**src/rtl/bit_deser_if.sv**
```systemverilog
// Serial-in / word-out bus for bit_deser: bit qualifier, data bit and ack in,
// assembled word with done/overrun status out.
interface bit_deser_if #(
  parameter int WIDTH = 8
);
  logic             en;
  logic             in;
  logic             ack;
  logic [WIDTH-1:0] out;
  logic             done;
  logic             ovr;

  modport master (
    output en,
    output in,
    output ack,
    input  out,
    input  done,
    input  ovr
  );

  modport slave (
    input  en,
    input  in,
    input  ack,
    output out,
    output done,
    output ovr
  );
endinterface

```
**src/rtl/bit_deser.sv**
```systemverilog
// LSB-first serial-to-parallel deserialiser with a level done flag, ack
// handshake and a sticky overrun flag when an unacknowledged word is overwritten.
module bit_deser #(
  parameter int WIDTH = 8
) (
  input logic       clk,
  input logic       rst,
  bit_deser_if.slave bus
);

  localparam int CW = (WIDTH > 1) ? $clog2(WIDTH) : 1;
  localparam logic [CW-1:0] LAST = CW'(WIDTH - 1);

  typedef enum logic {
    IDLE,
    RECV
  } state_t;

  state_t           state_q, state_d;
  logic [CW-1:0]    cnt_q, cnt_d;
  logic [CW-1:0]    idx;
  logic [WIDTH-1:0] shreg_q, shreg_d;
  logic [WIDTH-1:0] word;
  logic [WIDTH-1:0] out_q, out_d;
  logic             done_q, done_d;
  logic             ovr_q, ovr_d;
  logic             complete;

  always_ff @(posedge clk) begin
    if (rst) begin
      state_q <= IDLE;
    end else begin
      state_q <= state_d;
    end
  end

  // Leaving IDLE always starts at bit 0, which re-aligns to the transmitter.
  always_comb begin
    state_d  = bus.en ? RECV : IDLE;
    idx      = (state_q == RECV) ? cnt_q : '0;
    word     = shreg_q;
    word[idx] = bus.in;
    complete = bus.en && (idx == LAST);

    cnt_d   = '0;
    shreg_d = shreg_q;
    out_d   = out_q;
    done_d  = done_q;
    ovr_d   = ovr_q;

    if (bus.en) begin
      shreg_d = word;
      if (complete) begin
        out_d  = word;
        done_d = 1'b1;
        if (done_q && !bus.ack) begin
          ovr_d = 1'b1;
        end
      end else begin
        cnt_d = idx + CW'(1);
      end
    end

    if (!complete && bus.ack && done_q) begin
      done_d = 1'b0;
    end
  end

  always_ff @(posedge clk) begin
    if (rst) begin
      cnt_q   <= '0;
      shreg_q <= '0;
      out_q   <= '0;
      done_q  <= 1'b0;
      ovr_q   <= 1'b0;
    end else begin
      cnt_q   <= cnt_d;
      shreg_q <= shreg_d;
      out_q   <= out_d;
      done_q  <= done_d;
      ovr_q   <= ovr_d;
    end
  end

  assign bus.out  = out_q;
  assign bus.done = done_q;
  assign bus.ovr  = ovr_q;

endmodule

```
**src/flat_wrapper.sv**
```systemverilog
// flat-port wrapper written by rule: the top's interface ports become plain ports
module bit_deser_flat 
#(
  parameter int WIDTH = 8
)
  (clk, rst, bus_en, bus_in, bus_ack, bus_out, bus_done, bus_ovr);
  bit_deser_if #(.WIDTH(WIDTH)) bus_i ();
  input logic clk;
  input logic rst;
  input wire logic [$bits(bus_i.en)-1:0] bus_en;
  input wire logic [$bits(bus_i.in)-1:0] bus_in;
  input wire logic [$bits(bus_i.ack)-1:0] bus_ack;
  output wire logic [$bits(bus_i.out)-1:0] bus_out;
  output wire logic [$bits(bus_i.done)-1:0] bus_done;
  output wire logic [$bits(bus_i.ovr)-1:0] bus_ovr;
  assign bus_i.en = bus_en;
  assign bus_i.in = bus_in;
  assign bus_i.ack = bus_ack;
  assign bus_out = bus_i.out;
  assign bus_done = bus_i.done;
  assign bus_ovr = bus_i.ovr;
  bit_deser #(.WIDTH(WIDTH)) u_core (.clk(clk), .rst(rst), .bus(bus_i));
endmodule
```
**config.mk**
```make
export PLATFORM = sky130hd
export DESIGN_NAME = bit_deser_flat
export DESIGN_NICKNAME = d
export VERILOG_FILES = /design/src/rtl/bit_deser_if.sv /design/src/rtl/bit_deser.sv /design/src/flat_wrapper.sv
export SDC_FILE = /design/constraint.sdc
export NUM_CORES = 1
export LEC_CHECK = 0
export ABC_AREA = 1
export CAP_MARGIN = 15
export CORE_ASPECT_RATIO = 0.9
export CORE_MARGIN = 2
export CORE_UTILIZATION = 47
export CTS_CLUSTER_DIAMETER = 150
export DETAILED_ROUTE_END_ITERATION = 10
export PLACE_DENSITY_LB_ADDON = 0.1
export SKIP_CTS_REPAIR_TIMING = 1
export SLEW_MARGIN = 40
export SYNTH_ARGS = -nofsm -noshare
export SYNTH_HDL_FRONTEND = slang
export SYNTH_SLANG_ARGS = --single-unit
```
**constraint.sdc**
```tcl
create_clock -name clk -period 1.5 [get_ports clk]
set_clock_uncertainty 0.1 [all_clocks]
set_input_delay 0.3 -clock clk [delete_from_list [all_inputs] [get_ports clk]]
set_output_delay 0.3 -clock clk [all_outputs]
set_load 0.01 [all_outputs]
```
* Yosys cells after proc, flatten, opt, wreduce, memory -nomap -nowiden *
Cells that the tools add are included.

operators by class
  add/subtract/negate cells = 1
  magnitude comparators = 2
  equal/unequal tests = 1
  mux-type cells = 5
  bitwise logic cells = 1
  reduce and logical (&&, ||, !) cells = 11

operators by type and width
  operator                                                           count
  bitwise mux 8 bit                                                  1
  logical AND 1 bit                                                  5
  < comparator 3 x 4 -> 1 bit, second input constant                 1
  adder 3 x 1 -> 3 bit, second input constant                        1
  demux 1 bit (select 3 bit)                                         1
  equality test 3 bit, second input constant                         1
  greater-or-equal comparator 3 x 1 -> 1 bit, second input constant  1
  2-to-1 mux 3 bit                                                   1
  AND reduction 3 bit                                                1
  OR reduction 3 bit                                                 1
  logical NOT 1 bit                                                  2
  2-to-1 mux 1 bit                                                   2
  AND reduction 2 bit                                                1
  OR reduction 2 bit                                                 1
  inverter 1 bit                                                     1

storage, ports and cells
  register bits = 22
  bits of input ports = 5
  output and inout port bits = 10
  word-level logic and storage cells = 27

* Longest topological paths before layout *
Gate-level depths: netlist (run 1).

  depth after elaboration = 7
  depth in mapped cells = 11
  gate-level depth less buffers = 10

* Worst setup path before layout (run 1) *
No wires, ideal clock.

  path kind = reg-to-reg
  start = reg u_core.cnt_q[0]
  end = reg u_core.ovr_q (netlist: u_core.bus.ovr)
  setup time = 128 ps
  arrival = 1386 ps
  slack = -114 ps
  cell stages (with the launch flop) = 11
  clock period less this slack = 1614 ps
  cells stage by stage = dfxtp_1 -> buf_2 -> nand2_1 -> inv_2 -> ha_1 -> ha_1 -> nand2_1 -> inv_2 -> buf_6 -> a21oi_1 -> nor2_1

between the ends
  word-level cells in the longest chain between the ends = 4

RTL lines
  element                        RTL line         text
  start, declared                bit_deser.sv:20  logic [CW-1:0] cnt_q, cnt_d;
  start signal, assigned         bit_deser.sv:77  cnt_q <= cnt_d;
  2-to-1 mux 3 bit               bit_deser.sv:40  idx = (state_q == RECV) ? cnt_q : '0;
  equality test 3 bit            bit_deser.sv:43  complete = bus.en && (idx == LAST);
  logical AND 1 bit              bit_deser.sv:43
  AND reduction 3 bit (no line)  -
  end signal, assigned           bit_deser.sv:81  ovr_q <= ovr_d;
  end, declared                  bit_deser.sv:26  logic ovr_q, ovr_d;

No other way between the ends.
A chain may end at the register's enable or synchronous reset.

* Worst setup path after layout (run 1) *
  start = reg u_core.state_q
  end = reg u_core.out_q[0] (netlist: u_core.bus.out[0])

between the ends
  word-level cells in the longest chain between the ends = 6
  elaborated cells between the ends (all ways) = 10
  classes of those cells = order compare: 2; eq/ne: 1; mux: 4; reduce/logical: 3

RTL lines
  element                                                                                                          RTL line         text
  start, declared                                                                                                  bit_deser.sv:19  state_t state_q, state_d;
  start signal, assigned                                                                                           bit_deser.sv:33  state_q <= state_d;
  2-to-1 mux 3 bit *                                                                                               bit_deser.sv:40
  < comparator 3 x 4 -> 1 bit (implied by the code) or greater-or-equal comparator 3 x 1 -> 1 bit (tied branches)  bit_deser.sv:42  word[idx] = bus.in;
  logical AND 1 bit (implied by the code)                                                                          bit_deser.sv:42
  2-to-1 mux 1 bit (implied by the code)                                                                           bit_deser.sv:42
  demux 1 bit (select 3 bit)                                                                                       -
  bitwise mux 8 bit                                                                                                bit_deser.sv:42
  end signal, assigned                                                                                             bit_deser.sv:79  out_q <= out_d;
  end, declared                                                                                                    bit_deser.sv:24  logic [WIDTH-1:0] out_q, out_d;

Every way passes the cells marked *; elsewhere a longest branch is shown, timed or not.

==> results of run 1 <==
-- metrics by stage --
| stage | power, uW | cells | TNS [ns] | utilization (%) |
|---|---|---|---|---|
| floorplan | 694 | 162 | -0.0300 | - |
| global placement | 723 | 206 | -0.181 | 60.7 |
| detailed placement | 726 | 206 | -0.333 | 60.7 |
| CTS | 1180 | 210 | -1.52 | 63.1 |
| global route | 1220 | 213 | -0.156 | 68.9 |
| finish | 1170 | 213 | 0 | 68.9 |
-- cell usage in the layout (no fill, tap or decap), drive strengths merged --
master          n
nor2           43
nand2          35
inv            25
nand3          24
dfxtp          22
buf            12
dlymetal6s2s   10
clkdlybuf4s50   4
clkbuf          4
nand4           2
ha              2
a21oi           1
clkinv          1
bufinv          1
-- registers in the layout, indices dropped and copies added (netlist names) --
signal,cells
u_core.bus.out,8
u_core.state_q,1
u_core.bus.done,1
u_core.bus.ovr,1
u_core.shreg_q,8
u_core.cnt_q,3
-- metal layers --
layer	vias to the layer above	share of wire, %	global-route usage (%)
li1	535	-	-
met1	476	42	21.3
met2	18	54	33.7
met3	0	4.2	6.75
met4	0	0	1.25
met5	-	0	0
-- report_power, final --
group / switching (uW) / internal, uW
clock: 182 / 270
sequential: 11.7 / 601
combinational: 57.3 / 44.5
total: 251 / 916
-- layout make-up --
class / instances / area [sq um]
Clock buffer: 3 / 22.5
Tap cell: 27 / 33.8
Fill cell: 190 / 673
Sequential cell: 22 / 447
Inverter: 26 / 100
Multi-Input combinational cell: 107 / 547
Clock inverter: 1 / 30.0
Timing Repair Buffer: 27 / 309
-- logic make-up (layout without fill, tap and decap cells) --
kind of cell | count (synthesis) | in the layout | synth area share [%]
compound gates | 1 | 1 | 0.467
fa+ha+maj | 2 | 2 | 2.34
buf+inv | 33 | 57 | 13.2
flops | 22 | 22 | 41.2
simple gates | 104 | 104 | 42.8
-- synthesized netlist by cell type --
cell type and number:
ha_1 2, nor2_1 40, nor2_4 3, clkinv_1 1, a21oi_1 1, inv_1 21, nand2_1 33, dfxtp_1 22
nand3_1 24, inv_2 4, nand2_4 1, nand4_1 2, buf_6 1, clkbuf_1 2, nand2_2 1, buf_4 2
buf_2 2
-- critical path, cell delays in order (launching register included) --
cell,delay [ns]
dfxtp_4,0.38
nand2_4,0.06
inv_2,0.05
ha_4,0.15
ha_4,0.15
nand2_4,0.06
inv_4,0.05
buf_12,0.14
nor2_1,0.08
nor2_1,0.05
nand2_1,0.06
inv_1,0.04
-- path summary, 6_finish.rpt --
check / endpoint / slack, ns / cells past startpoint
worst max register to register: u_core.bus.out[0]$_SDFFE_PP0P_ / 0.03 / 11
worst min-delay path: u_core.bus.ovr$_SDFFE_PP0P_ / 0.39 / 2
worst min register to register: u_core.bus.ovr$_SDFFE_PP0P_ / 0.39 / 2
worst max-delay path: u_core.bus.out[0]$_SDFFE_PP0P_ / 0.03 / 11
==> metrics, run 1 <==
status=complete, no violations; Final #Nets=194; LEAKAGE=0.000922 uW; clock root cell=clkbuf_4; Yosys warnings=0; # port buffers=14; Mapped Nets=between 150 and 200; initial antenna violation count=0; Post-Synthesis Cells=162; Worst Hold Slack=0.393 ns; Via Count=1029; vias in the first global route=between 900 and 1000; DR vias/cell=4.83; Syn Area/Cell=approximately 6.6 sq um; slack of the critical path=0.0318 ns; top cells by area, synth=dfxtp_1 (41%), nor2_1 (14%), nand2_1 (12%), nand3_1 (11%), inv_1 (7.4%); global route overflow=0; hold violation total from the final report=0; slew margin rel.=roughly four fifths; worst min-delay path startpoint=u_core.bus.ovr$_SDFFE_PP0P_; Setup-failing EPs final=0; Ant. Diodes=0; layout cell share with drive strength beyond 1=21.0%; Critical Path Start=u_core.state_q$_SDFF_PP0_; sinks on the clock net=22; pre-CTS setup slack=-0.0613 ns; hold crit path type=flip-flop to flip-flop; crit path launch type=flip-flop; Worst Tran Pin Value=0.308 ns; cell area after synthesis=0.00107 sq mm; Routability Congestion=0.778; worst-skew pair later-pin latency=0.31 ns; initial core utilization=49.5%; Req. time, crit path=1.63 ns; Detail Route Antenna Nets=0; RSZ-0062 raised after global routing=true; Max Cap Viol=0; largest area contributor in the netlist=dfxtp_1; crit end category=flip-flop; flop and latch count out of synthesis=22; drt first-iter violations=19; total detailed-routing wirelength=2310 um; die width=around 54 um; Final Cycle Share=97.9%; share of the synthesized area in the top cell type=41.2%; Design Area, Final=approximately 0.0015 sq mm; crit path max fanout=9; CTS clk-pin slew, worst paths=around 0.12 ns; I/O pin count=15; Syn-to-layout area delta=39.2%; H-tree depth=1; Min Clock Period, post-route=1.47 ns; WL/cell=10.8 um; Yosys cell types=17; CTS tree=yes; CP Class=flip-flop to flip-flop; All-Layer GR Usage=18.7%; die height=49.3 um; Die ar.=0.00267 sq mm; core area=0.00216 sq mm; DR DRC count=0; drt pass-1 iters=4; largest net degree at the start of global routing=19; Placed Area=about 0.0013 sq mm; Inserted Clock Buffers=3; Slew Limit Fails=0; # rows=16; PD cells=784 mW/mm^2; reg-to-reg startpoint=u_core.state_q$_SDFF_PP0_; DP Wirelength=1560 um; WP data arrival=around 1.6 ns; first-pass GRT wire length=3710 um; post-synthesis sequential area ratio=41.2%; FMAX=0.681 GHz; Worst VDD drop=0.783 mV; clk buf depth=2
Note: power is estimated with default switching activity, not from simulation.
==> run 2, diff against run 1 <==
--- a/config.mk
+++ b/config.mk
@@ -10,6 +10,7 @@
 export CORE_ASPECT_RATIO = 0.9
 export CORE_MARGIN = 2
 export CORE_UTILIZATION = 47
+export CTS_BUF_LIST = sky130_fd_sc_hd__clkbuf_16
 export CTS_CLUSTER_DIAMETER = 150
 export DETAILED_ROUTE_END_ITERATION = 10
 export PLACE_DENSITY_LB_ADDON = 0.1
==> run 2 against run 1 <==
Against the previous run:
- sequential power barely moved
- die area unchanged
- flip-flop and latch count stayed put
- combinational power hardly changed
- cell area fell by 1.8%
- largest cell class unchanged
- highest routed layer is now met4
==> metrics, run 2 (synthesis gave the netlist of run 1 again) <==
status=complete, no violations; # port buffers=14; Inserted Clock Buffers=3; total detailed-routing wirelength=approximately 2200 um; # rows=16; global route overflow=0; CP Cell Sequence=nand2_4, inv_2, ha_1, ha_2, nand2_4, inv_8, nor2_1, nor2_1, nand2_1, inv_1; Max Cap Viol=0; Syn-to-layout area delta=36.7%; Req. time, crit path=1.55 ns; hold crit path type=flip-flop to flip-flop; first-pass GRT wire length=3770 um; clk buf depth=2; Worst Hold Slack=0.374 ns; Setup-failing EPs final=0; WP data arrival=1.47 ns; Worst Tran Pin Value=a little over 0.3 ns; layout cell share with drive strength beyond 1=17.5%; crit end category=flip-flop; Worst VDD drop=1.07 mV; CTS clk-pin slew, worst paths=roughly 0.06 ns; core area=roughly 0.0022 sq mm; crit path launch type=flip-flop; slew margin rel.=79.4%; DR vias/cell=4.72; Detail Route Antenna Nets=0; largest net degree at the start of global routing=19; LEAKAGE=0.000925 uW; die height=slightly below 50 um; FMAX=around 0.70 GHz; hold violation total from the final report=0; Via Count=between 900 and 1000; vias in the first global route=about 960; All-Layer GR Usage=18.9%; Setup TNS Final=0 ns; Final #Nets=~190; I/O pin count=15; commonest non-fill, non-tap cells in the layout=nor2_1 (38), nand2_1 (31), nand3_1 (24); slowest stage cell, crit path=dfxtp_4; drt pass-1 iters=4; WL/cell=10.7 um; Final Cycle Share=94.7%; crit path max fanout=18; CTS tree=yes; commonest non-fill, non-tap cell in the layout=nor2_1; DP Wirelength=1560 um; initial core utilization=between 40% and 50%; Die ar.=between 0.002 and 0.003 sq mm; drt first-iter violations=9; PD cells=~990 mW/mm^2; sinks on the clock net=22; CP Class=flip-flop to flip-flop; H-tree depth=1; worst-skew pair later-pin latency=0.25 ns; Slew Limit Fails=0; CP bufs+invs=3; initial antenna violation count=0; DR DRC count=0; Min Clock Period, post-route=1.42 ns; clock root cell=clkbuf_16; max incr delay on CP=0.36 ns; die width=54.3 um; Ant. Diodes=0; Routability Congestion=0.778; CP top delay family=adder cells
-- run 2: cell count changes in the layout (fill, tap and decap cells not counted), moves of 2 or more --
cell	change
nor2_2	-2
nor2_1	+2
clkbuf_4	-3
ha_4	-2
clkbuf_16	+2
-- run 2: worst paths after layout --
kind	start	to	slack (ns)	depth (start not counted)
hold reg to reg	u_core.bus.ovr$_SDFFE_PP0P_	u_core.bus.ovr$_SDFFE_PP0P_	0.37	2
hold / removal	u_core.bus.ovr$_SDFFE_PP0P_	u_core.bus.ovr$_SDFFE_PP0P_	0.37	2
setup reg to reg	u_core.state_q$_SDFF_PP0_	u_core.bus.out[5]$_SDFFE_PP0P_	0.08	10
setup / recovery	u_core.state_q$_SDFF_PP0_	u_core.bus.out[5]$_SDFFE_PP0P_	0.08	10
-- run 2: final cells by class --
type / instances / area, sq um
Fill cell: 200 / 699
Multi-Input combinational cell: 107 / 519
Sequential cell: 22 / 447
Timing Repair Buffer: 24 / 253
Inverter: 26 / 105
Clock buffer: 3 / 75.1
Tap cell: 27 / 33.8
Clock inverter: 1 / 30.0
-- run 2: worst reg2reg max path: stages (launching register included) --
cell and delay (ns):
dfxtp_4 0.36, nand2_4 0.06, inv_2 0.04, ha_1 0.19, ha_2 0.18, nand2_4 0.09, inv_8 0.07, nor2_1 0.09
nor2_1 0.05, nand2_1 0.06, inv_1 0.04
-- run 2: power by group --
group / internal [uW] / total [uW] / switching (uW)
clock: 529 / 732 / 203
sequential: 602 / 614 / 11.9
combinational: 44.3 / 102 / 57.8
-- run 2: metrics by stage --
| stage | setup WS (ns) | utilization [%] | instance area (sq um) | power, uW | instances |
|---|---|---|---|---|---|
| final | 0.0789 | 67.7 | 1460 | 1450 | 210 |
| after global routing | -0.00893 | 67.7 | 1460 | 1510 | 210 |
| after CTS | -0.0504 | 65.6 | 1420 | 1470 | 210 |
| after detailed placement | -0.0613 | 60.7 | 1310 | 726 | 206 |
| after global placement | -0.0626 | 60.7 | 1310 | 723 | 206 |
| after floorplan | -0.0300 | - | 1090 | 694 | 162 |
-- run 2: per-layer routing --
| metal | global-route usage (%) | up-vias | routed length, um |
|---|---|---|---|
| met5 | 0 | - | 0 |
| met4 | 1.25 | 0 | 8 |
| met3 | 5.83 | 2 | 50 |
| met2 | 34.3 | 8 | 1180 |
| met1 | 21.9 | 451 | 1010 |
| li1 | - | 530 | - |
